$ cat config.mk
export PLATFORM = sky130hd
export DESIGN_NAME = dmem_arbiter
export DESIGN_NICKNAME = d
export VERILOG_FILES = /design/src/rtl/dmem_arb_pkg.sv /design/src/rtl/dmem_arb_pick.sv /design/src/rtl/dmem_arbiter.sv
export SDC_FILE = /design/constraint.sdc
export NUM_CORES = 1
export LEC_CHECK = 0
export CORE_AREA = 2 2 87 89
export CTS_BUF_LIST = sky130_fd_sc_hd__clkbuf_16
export DETAILED_ROUTE_END_ITERATION = 8
export DIE_AREA = 0 0 89 91
export PLACE_DENSITY = 0.73
export SETUP_SLACK_MARGIN = 0.4
export SYNTH_ARGS = -nofsm -noshare
export SYNTH_HDL_FRONTEND = slang
export SYNTH_SLANG_ARGS = --single-unit
$ cat constraint.sdc
create_clock -name clk -period 2.5 [get_ports clk]
set_input_delay 0.5 -clock clk [delete_from_list [all_inputs] [get_ports clk]]
set_output_delay 0.5 -clock clk [all_outputs]
set_load 0.01 [all_outputs]
$ cat src/rtl/dmem_arb_pkg.sv
// Shared types and helpers for the data-RAM arbiter.
// Holds the FSM state encoding, the port index constants and the beat counter width.
package dmem_arb_pkg;

    typedef enum logic [1:0] {
        IDLE  = 2'd0,
        OWN_A = 2'd1,
        OWN_B = 2'd2
    } arb_state_t;

    localparam logic PORT_A = 1'b0;
    localparam logic PORT_B = 1'b1;

    function automatic int beat_cnt_w(input int max_burst);
        return $clog2(max_burst + 1);
    endfunction

endpackage

$ cat src/rtl/dmem_arb_pick.sv
// Next-owner selection for the data-RAM arbiter (ARB_FIXED_PRIO_EN selects fixed A priority).
// Latency: purely combinational.
// Backpressure: none; a losing requester simply stays ungranted.
module arb_pick
    import dmem_arb_pkg::*;
(
    input  logic [1:0] state,
    input  logic       a_req,
    input  logic       b_req,
    input  logic       last_owner,
    input  logic       expired,
    output logic [1:0] next_state
);

    always_comb begin
        next_state = IDLE;
        case (state)
            OWN_A: begin
                if (!a_req)
                    next_state = b_req ? OWN_B : IDLE;
`ifdef ARB_FIXED_PRIO_EN
                // The core is never cut off: A holds the RAM while it keeps asking.
                else
                    next_state = OWN_A;
`else
                else if (expired && b_req)
                    next_state = OWN_B;
                else
                    next_state = OWN_A;
`endif
            end
            OWN_B: begin
                if (!b_req)
                    next_state = a_req ? OWN_A : IDLE;
                else if (expired && a_req)
                    next_state = OWN_A;
                else
                    next_state = OWN_B;
            end
            default: begin
                if (a_req && b_req)
`ifdef ARB_FIXED_PRIO_EN
                    next_state = OWN_A;
`else
                    next_state = (last_owner == PORT_B) ? OWN_A : OWN_B;
`endif
                else if (a_req)
                    next_state = OWN_A;
                else if (b_req)
                    next_state = OWN_B;
                else
                    next_state = IDLE;
            end
        endcase
    end

endmodule

$ cat src/rtl/dmem_arbiter.sv
// Two-port arbiter sharing one data RAM between core (A) and loader (B); macro ARB_FIXED_PRIO_EN.
// Latency: grant one cycle after req from idle, read data valid one cycle after the beat.
// Backpressure: a requester waits with req high until its registered grant arrives.
module dmem_arbiter
    import dmem_arb_pkg::*;
#(
    parameter int ADDR_W    = 8,
    parameter int DATA_W    = 32,
    parameter int MAX_BURST = 4
) (
    input  logic              clk,
    input  logic              reset,
    input  logic              a_req,
    input  logic              a_we,
    input  logic [ADDR_W-1:0] a_addr,
    input  logic [DATA_W-1:0] a_wdata,
    input  logic              b_req,
    input  logic              b_we,
    input  logic [ADDR_W-1:0] b_addr,
    input  logic [DATA_W-1:0] b_wdata,
    output logic              a_gnt,
    output logic              a_rvalid,
    output logic [DATA_W-1:0] a_rdata,
    output logic              b_gnt,
    output logic              b_rvalid,
    output logic [DATA_W-1:0] b_rdata,
    output logic [ADDR_W-1:0] ram_addr,
    output logic [DATA_W-1:0] ram_wdata,
    output logic              ram_we,
    input  logic [DATA_W-1:0] ram_rdata
);

    localparam int               CNT_W     = beat_cnt_w(MAX_BURST);
    localparam logic [CNT_W-1:0] LAST_BEAT = CNT_W'(MAX_BURST - 1);

    arb_state_t       state, state_nxt;
    logic [1:0]       pick_state;
    logic [CNT_W-1:0] beat_cnt, beat_cnt_nxt;
    logic             last_owner, last_owner_nxt;
    logic             a_beat, b_beat, own_beat, expired;

    assign a_beat   = a_req && (state == OWN_A);
    assign b_beat   = b_req && (state == OWN_B);
    assign own_beat = a_beat || b_beat;
    // The current beat is the last one the owner is entitled to in this burst.
    assign expired  = own_beat && (beat_cnt == LAST_BEAT);

    arb_pick u_pick (
        .state      (state),
        .a_req      (a_req),
        .b_req      (b_req),
        .last_owner (last_owner),
        .expired    (expired),
        .next_state (pick_state)
    );

    always_ff @(posedge clk) begin
        if (reset) begin
            state      <= IDLE;
            beat_cnt   <= '0;
            last_owner <= PORT_B;
        end else begin
            state      <= state_nxt;
            beat_cnt   <= beat_cnt_nxt;
            last_owner <= last_owner_nxt;
        end
    end

    always_comb begin
        state_nxt      = arb_state_t'(pick_state);
        beat_cnt_nxt   = beat_cnt;
        last_owner_nxt = last_owner;
        if (state_nxt != state) begin
            beat_cnt_nxt = '0;
            if (state_nxt == OWN_A)
                last_owner_nxt = PORT_A;
            else if (state_nxt == OWN_B)
                last_owner_nxt = PORT_B;
        end else if (own_beat) begin
            beat_cnt_nxt = expired ? '0 : beat_cnt + CNT_W'(1);
        end
    end

    always_comb begin
        a_gnt     = (state == OWN_A);
        b_gnt     = (state == OWN_B);
        ram_addr  = '0;
        ram_wdata = '0;
        ram_we    = 1'b0;
        if (a_beat) begin
            ram_addr  = a_addr;
            ram_wdata = a_wdata;
            ram_we    = a_we;
        end else if (b_beat) begin
            ram_addr  = b_addr;
            ram_wdata = b_wdata;
            ram_we    = b_we;
        end
    end

    // Read data tracks the RAM one cycle behind the beat; reset kills any read in flight.
    always_ff @(posedge clk) begin
        if (reset) begin
            a_rvalid <= 1'b0;
            b_rvalid <= 1'b0;
        end else begin
            a_rvalid <= a_beat && !a_we;
            b_rvalid <= b_beat && !b_we;
        end
    end

    assign a_rdata = ram_rdata;
    assign b_rdata = ram_rdata;

endmodule

==> results of run 1 <==
==> logic make-up (layout without fill, tap and decap cells) <==
group	after synthesis	count (layout)
buffers and inverters	77	158
multiplexers	2	2
flip-flops	8	8
adder cells (fa/ha/maj)	4	4
XOR/XNOR	2	2
AND/OR/NAND/NOR	25	25
AO/OA/AOI/OAI	51	51
==> final cells by class <==
type	count	share of cell area [%]
Tap cell	99	4.94
Clock buffer	3	2.99
Multi-Input combinational cell	84	28.5
Timing Repair Buffer	151	56.4
Inverter	4	0.598
Sequential cell	8	6.58
==> worst min path at each step <==
stage                                           to  slack, ps  cells after the start
after floorplan           beat_cnt[2]$_SDFFE_PP0N_        420                      2
after CTS                 beat_cnt[2]$_SDFFE_PP0N_        460                      2
after global placement    beat_cnt[2]$_SDFFE_PP0N_        440                      2
after global routing      beat_cnt[2]$_SDFFE_PP0N_        490                      2
final                     beat_cnt[2]$_SDFFE_PP0N_        460                      2
after detailed placement  beat_cnt[2]$_SDFFE_PP0N_        460                      2
==> per-stage QoR <==
stage / setup WS (ps) / TNS, ps / hold WS, ps
floorplan: 329 / 0 / 424
global placement: -205 / -6420 / 436
detailed placement: -230 / -7690 / 460
CTS: 325 / 0 / 465
global route: 321 / 0 / 494
finish: 397 / 0 / 461
==> tightest hold or removal path, cell delays in order (launching register included) <==
cell	delay (ps)
dfxtp_1	310
inv_1	70
a211oi_2	30
==> state kept, by name, summed over array words and instances (netlist names) <==
signal,cells
b_rvalid,1
last_owner,1
beat_cnt,3
a_rvalid,1
state,2
==> power by group through the flow <==
stage / clock, W / combinational [W] / sequential [W]
floorplan: 0 / 0.000247 / 0.000141
global placement: 0 / 0.000380 / 0.000142
detailed placement: 0 / 0.000387 / 0.000142
CTS: 0.000271 / 0.000397 / 0.000141
global route: 0.000280 / 0.000436 / 0.000142
finish: 0.000268 / 0.000404 / 0.000141
==> synth_stat cells, types with 2 or more instances <==
cell       n  area share, %
a21oi_1    5            1.8
a22o_1    41             26
buf_4     64             35
clkbuf_1   9            2.5
dfxtp_1    8             12
ha_1       4            3.7
inv_1      4            1.1
mux2i_1    2            1.5
nand2_1    5            1.4
nand2b_1   3            1.4
nor2_1     5            1.4
nor2b_1    2           0.92
nor3_1     4            1.5
==> metal layers <==
layer,global-route usage (%),vias to the layer above
met5,0,-
met4,5.85,0
met3,3.09,25
met2,20.7,84
met1,13.3,680
li1,-,709
==> what timing repair did <==
action,in CTS,in global routing
setup endpoints to repair,43,42
gates cloned,2,3
pin swaps,7,8
gates resized for setup,174,16
setup buffers,7,0
hold buffers,0,0
==> run metrics, run 1 <==
status completed; final hold violation count 0; total global routing overflow 0; die outline height approximately 91 um; Sequential Area approximately 170 sq um; Worst VDD drop 0.182 mV; kind of cell adding the most delay to the critical path buffers and inverters; Num CTS Buffers 3; Met1 Wirelength 2090 um; DRT iter0 DRCs 34; ANT cells 0; layout cells sized above 1 31.6%; Final Wtd Congestion between 0.7 and 0.8; Final Instance Count excl. Fillers between 300 and 400; Die Width roughly 89 um; Reg clk slew, reported paths around 40 ps; r2r setup slk 470 ps; Switching Share around a quarter; Netlist cell types 26; pins over their slew limit 0; maximum buffer depth of the clock tree 2; core area roughly 7100 sq um; Layout area overhead 84.0%; mapped cell area 1360 sq um; WP depth 8; syn_nets 291; CTS tree done; crit path capture ram_wdata[6]; Post-DP Area approximately 2400 sq um; Max Cap Violations 0; XOR/XNOR Fraction of Synth Area between 1.5 and 2%; CTS sink count 8; Synth Area in Adders 3.67%; switching pwr about 0.00022 W; ANT nets after route 0; reg-to-reg endpoint last_owner$_SDFFE_PP1P_; clock power share between 30% and 40%; number of synthesized flops with an enable pin 0; warnings from Yosys 0; Worst EP required 2000 ps; Post-Synthesis Cells between 150 and 200; wire length on met3 between 400 and 500 um; min-delay src beat_cnt[2]$_SDFFE_PP0N_; Die Area 8100 sq um; DRC viols 0; final setup fails 0; worst r2r src state[1]$_SDFF_PP0_; total routed wirelength approximately 5200 um; R2R depth 8; global-route wire length before repair approximately 7700 um; Final Cell Area 2510 sq um; Final Critical Period approximately 2100 ps; PortBufs 130; number of global-route vias before repair 1605; Setup crit end kind primary output; global-route usage over all layers around an eighth; worst-path fanout max 5; ys async rst share 0%; FF+latch count, synth 8; Cell Int Power roughly 0.00060 W; relative slew slack 77.8%; RSZ-0062 raised after global routing yes; H-tree lvl count 1; Worst Setup SP state[1]$_SDFF_PP0_; starting density of the core around a fifth; cells along the critical path inv_2 -> ha_4 -> and2_4 -> nor2_4 -> buf_12 -> clkbuf_16 -> a22o_1 -> buf_2; row count 31; Clock Latency Late Sink 230 ps; Total Power 0.000813 W; commonest non-fill, non-tap cells in the layout clkdlybuf4s50_1 (87), a22o_1 (41), buf_2 (38), buf_4 (10), dfxtp_1 (6); total number of vias about 1500; Layout Utilization between 30% and 40%; crit start category register; largest net degree at the start of global routing 23; placed cell count ~330; Detailed Place HPWL roughly 3800 um; Synth Area in Simple Gates under 10%; fmax around 480 MHz; crit path DAT 1600 ps; Synth Area in Compound Gates between 30% and 40%; Wirelength per Cell around 15 um; clk root buf clkbuf_16; Comb power frac between 40% and 50%; Slew @ Worst Pin ~330 ps; Final nets 374; fillers 743; Post-synth top flop dfxtp_1; Highest Signal Layer met4; commonest non-fill, non-tap cell in the layout clkdlybuf4s50_1; drt pass-1 iters 4; critical path's slowest cell dfxtp_2; Hold Crit Class reg2reg; Lkg Pwr ~1.1 nW; Vias/cell around 4.3; largest family of logic cells by synthesized area buffers and inverters; # IOs between 200 and 250; Avg Cell Area, Syn slightly above 8 sq um; register area share after synthesis a little under an eighth; mux share of post-synthesis cell area under 10%; final period utilization 84.1%; metal2 WL 2540 um; clock skew about 0.43 ps; initial antenna violation count 0; Seq pwr share approximately 17%; Cell Pwr Density approximately 320 nW/um^2; CP bufs+invs 4; max incr delay on CP about 320 ps; Setup CP Type reg2out; Multi-input gate area approximately 720 sq um
Note: power is estimated with default switching activity, not from simulation.
==> run 2: changes to the inputs <==
==> constraint.sdc (replaced) <==
create_clock -name clk -period 2.18 [get_ports clk]
set_input_delay 0.436 -clock clk [delete_from_list [all_inputs] [get_ports clk]]
set_output_delay 0.436 -clock clk [all_outputs]
set_load 0.01 [all_outputs]
==> run metrics, run 2 (synthesis results as in run 1) <==
largest net degree at the start of global routing 22; global-route wire length before repair about 8300 um; # IOs ~230; Largest regs beat_cnt (3), state (2); die outline height between 90 and 100 um; RSZ-0062 raised after global routing yes; Reg with most FFs beat_cnt; total number of vias approximately 1500; reg-to-reg endpoint last_owner$_SDFFE_PP1P_; final hold violation count 0; Worst EP required 1740 ps; switching pwr roughly 0.00028 W; final setup fails 0; crit path capture ram_wdata[16]; commonest non-fill, non-tap cell in the layout clkdlybuf4s50_1; r2r setup slk 190 ps; Num CTS Buffers 3; max reg flops 3; drt pass-1 iters 4; Die Area 8100 sq um; Wirelength per Cell approximately 17 um; Final Critical Period between 2000 and 2500 ps; Hold Crit Class reg2reg; Comb power frac 51.0%; row count 31; ANT cells 0; total global routing overflow 0; Final nets around 380; H-tree lvl count 1; global-route usage over all layers a little over an eighth; CTS tree done; CTS sink count 8; pre-CTS setup slack -515 ps; worst-path fanout max 11; crit start category register; Post-CTS Hold Buffers 0; fmax around 480 MHz; pins over their slew limit 0; Setup CP Type reg2out; Slew @ Worst Pin 334 ps; Lkg Pwr roughly 1.1 nW; Setup crit end kind primary output; Worst VDD drop around 0.36 mV; clock skew between 6 and 7 ps; Seq pwr share between 15 and 20%; Switching Share between 20% and 30%; status completed; final period utilization 94.9%; commonest non-fill, non-tap cells in the layout clkdlybuf4s50_1 (85), a22o_1 (39), buf_2 (39), buf_4 (12), dfxtp_1 (6); number of global-route vias before repair ~1500; Final Wtd Congestion approximately 0.77; PortBufs 130; Reg clk slew, reported paths roughly 40 ps; R2R depth 8; DRC viols 0; Max Cap Violations 0; Clock Latency Late Sink between 200 and 250 ps; clock power share about a third; total routed wirelength ~6000 um; Cell Int Power slightly above 0.0007 W; maximum buffer depth of the clock tree 2; layout cells sized above 1 a little over a third; relative slew slack between 70 and 80%; Total Power between 0.0009 and 0.001 W; setup_tns 0 ps; Cell Pwr Density ~380 nW/um^2; DRT iter0 DRCs 24; starting density of the core 19.1%; ANT nets after route 0; clk root buf clkbuf_16; Die Width roughly 89 um; Detailed Place HPWL between 4000 and 5000 um; Layout area overhead 89.2%; initial antenna violation count 0; worst r2r src state[1]$_SDFF_PP0_; core area 7140 sq um; Worst Setup SP state[1]$_SDFF_PP0_; crit path DAT 1630 ps; setup slack after layout 112 ps; Vias/cell 4.30; Layout Utilization a little over a third
[run 2: cell types whose count changed in the layout (fill, tap and decap cells not counted), sizes merged]
cell	delta
dlygate4sd2	+2
inv	+1
clkbuf	-1
buf	+2
clkdlybuf4s50	-2
[run 2: worst min-delay path by stage]
stage / start / endpoint / slack, ps / depth (start not counted)
6_report: beat_cnt[2]$_SDFFE_PP0N_ / beat_cnt[2]$_SDFFE_PP0N_ / 450 / 2
5_1_grt: beat_cnt[2]$_SDFFE_PP0N_ / beat_cnt[2]$_SDFFE_PP0N_ / 470 / 2
4_1_cts: beat_cnt[2]$_SDFFE_PP0N_ / beat_cnt[2]$_SDFFE_PP0N_ / 450 / 2
3_5_place_dp: beat_cnt[2]$_SDFFE_PP0N_ / beat_cnt[2]$_SDFFE_PP0N_ / 440 / 2
3_3_place_gp: beat_cnt[2]$_SDFFE_PP0N_ / beat_cnt[2]$_SDFFE_PP0N_ / 440 / 2
2_1_floorplan: beat_cnt[2]$_SDFFE_PP0N_ / beat_cnt[2]$_SDFFE_PP0N_ / 420 / 2
[run 2: stage by stage]
step | cells | hold slack [ps] | cell area (sq um)
6_report | 351 | 452 | 2580
3_5_place_dp | 336 | 440 | 2430
5_1_grt | 351 | 466 | 2580
3_3_place_gp | 336 | 437 | 2430
4_1_cts | 350 | 454 | 2520
2_1_floorplan | 169 | 424 | 1460
[run 2: metal layers]
layer	vias to the layer above	track usage, %	wire length, um
met3	19	4.55	588
met1	702	17.8	2550
met4	0	3.48	83
met5	-	0	0
met2	76	20.4	2710
li1	712	-	-
[run 2: power by group through the flow]
| stage | Combinational, W | Sequential (W) | Clock [W] |
|---|---|---|---|
| 6_report | 0.000505 | 0.000163 | 0.000322 |
| 5_1_grt | 0.000537 | 0.000164 | 0.000334 |
| 4_1_cts | 0.000493 | 0.000162 | 0.000328 |
| 3_5_place_dp | 0.000466 | 0.000165 | 0 |
| 3_3_place_gp | 0.000462 | 0.000165 | 0 |
| 2_1_floorplan | 0.000306 | 0.000164 | 0 |
[run 2: timing repair]
item                                    in CTS  in global routing
resized for setup                          186                  5
endpoints found under the setup margin      47                 45
pin swaps                                   10                  5
buffers inserted                             6                  0
cloned                                       4                  1
[run 2: cell type report]
class                   count  area (sq um)
clock buffers               3          75.1
clock inverters             1          3.75
fillers                   753          4560
inverters                   4          15.0
multi-input cells          84           786
flip-flops and latches      8           165
well taps                  99           124
repair buffers            152          1410
[run 2: critical path: stages, from the launching register on]
cell	delay (ps)
dfxtp_2	340
inv_2	50
ha_4	150
and2_4	160
buf_6	140
buf_12	150
a22o_1	250
buf_2	150
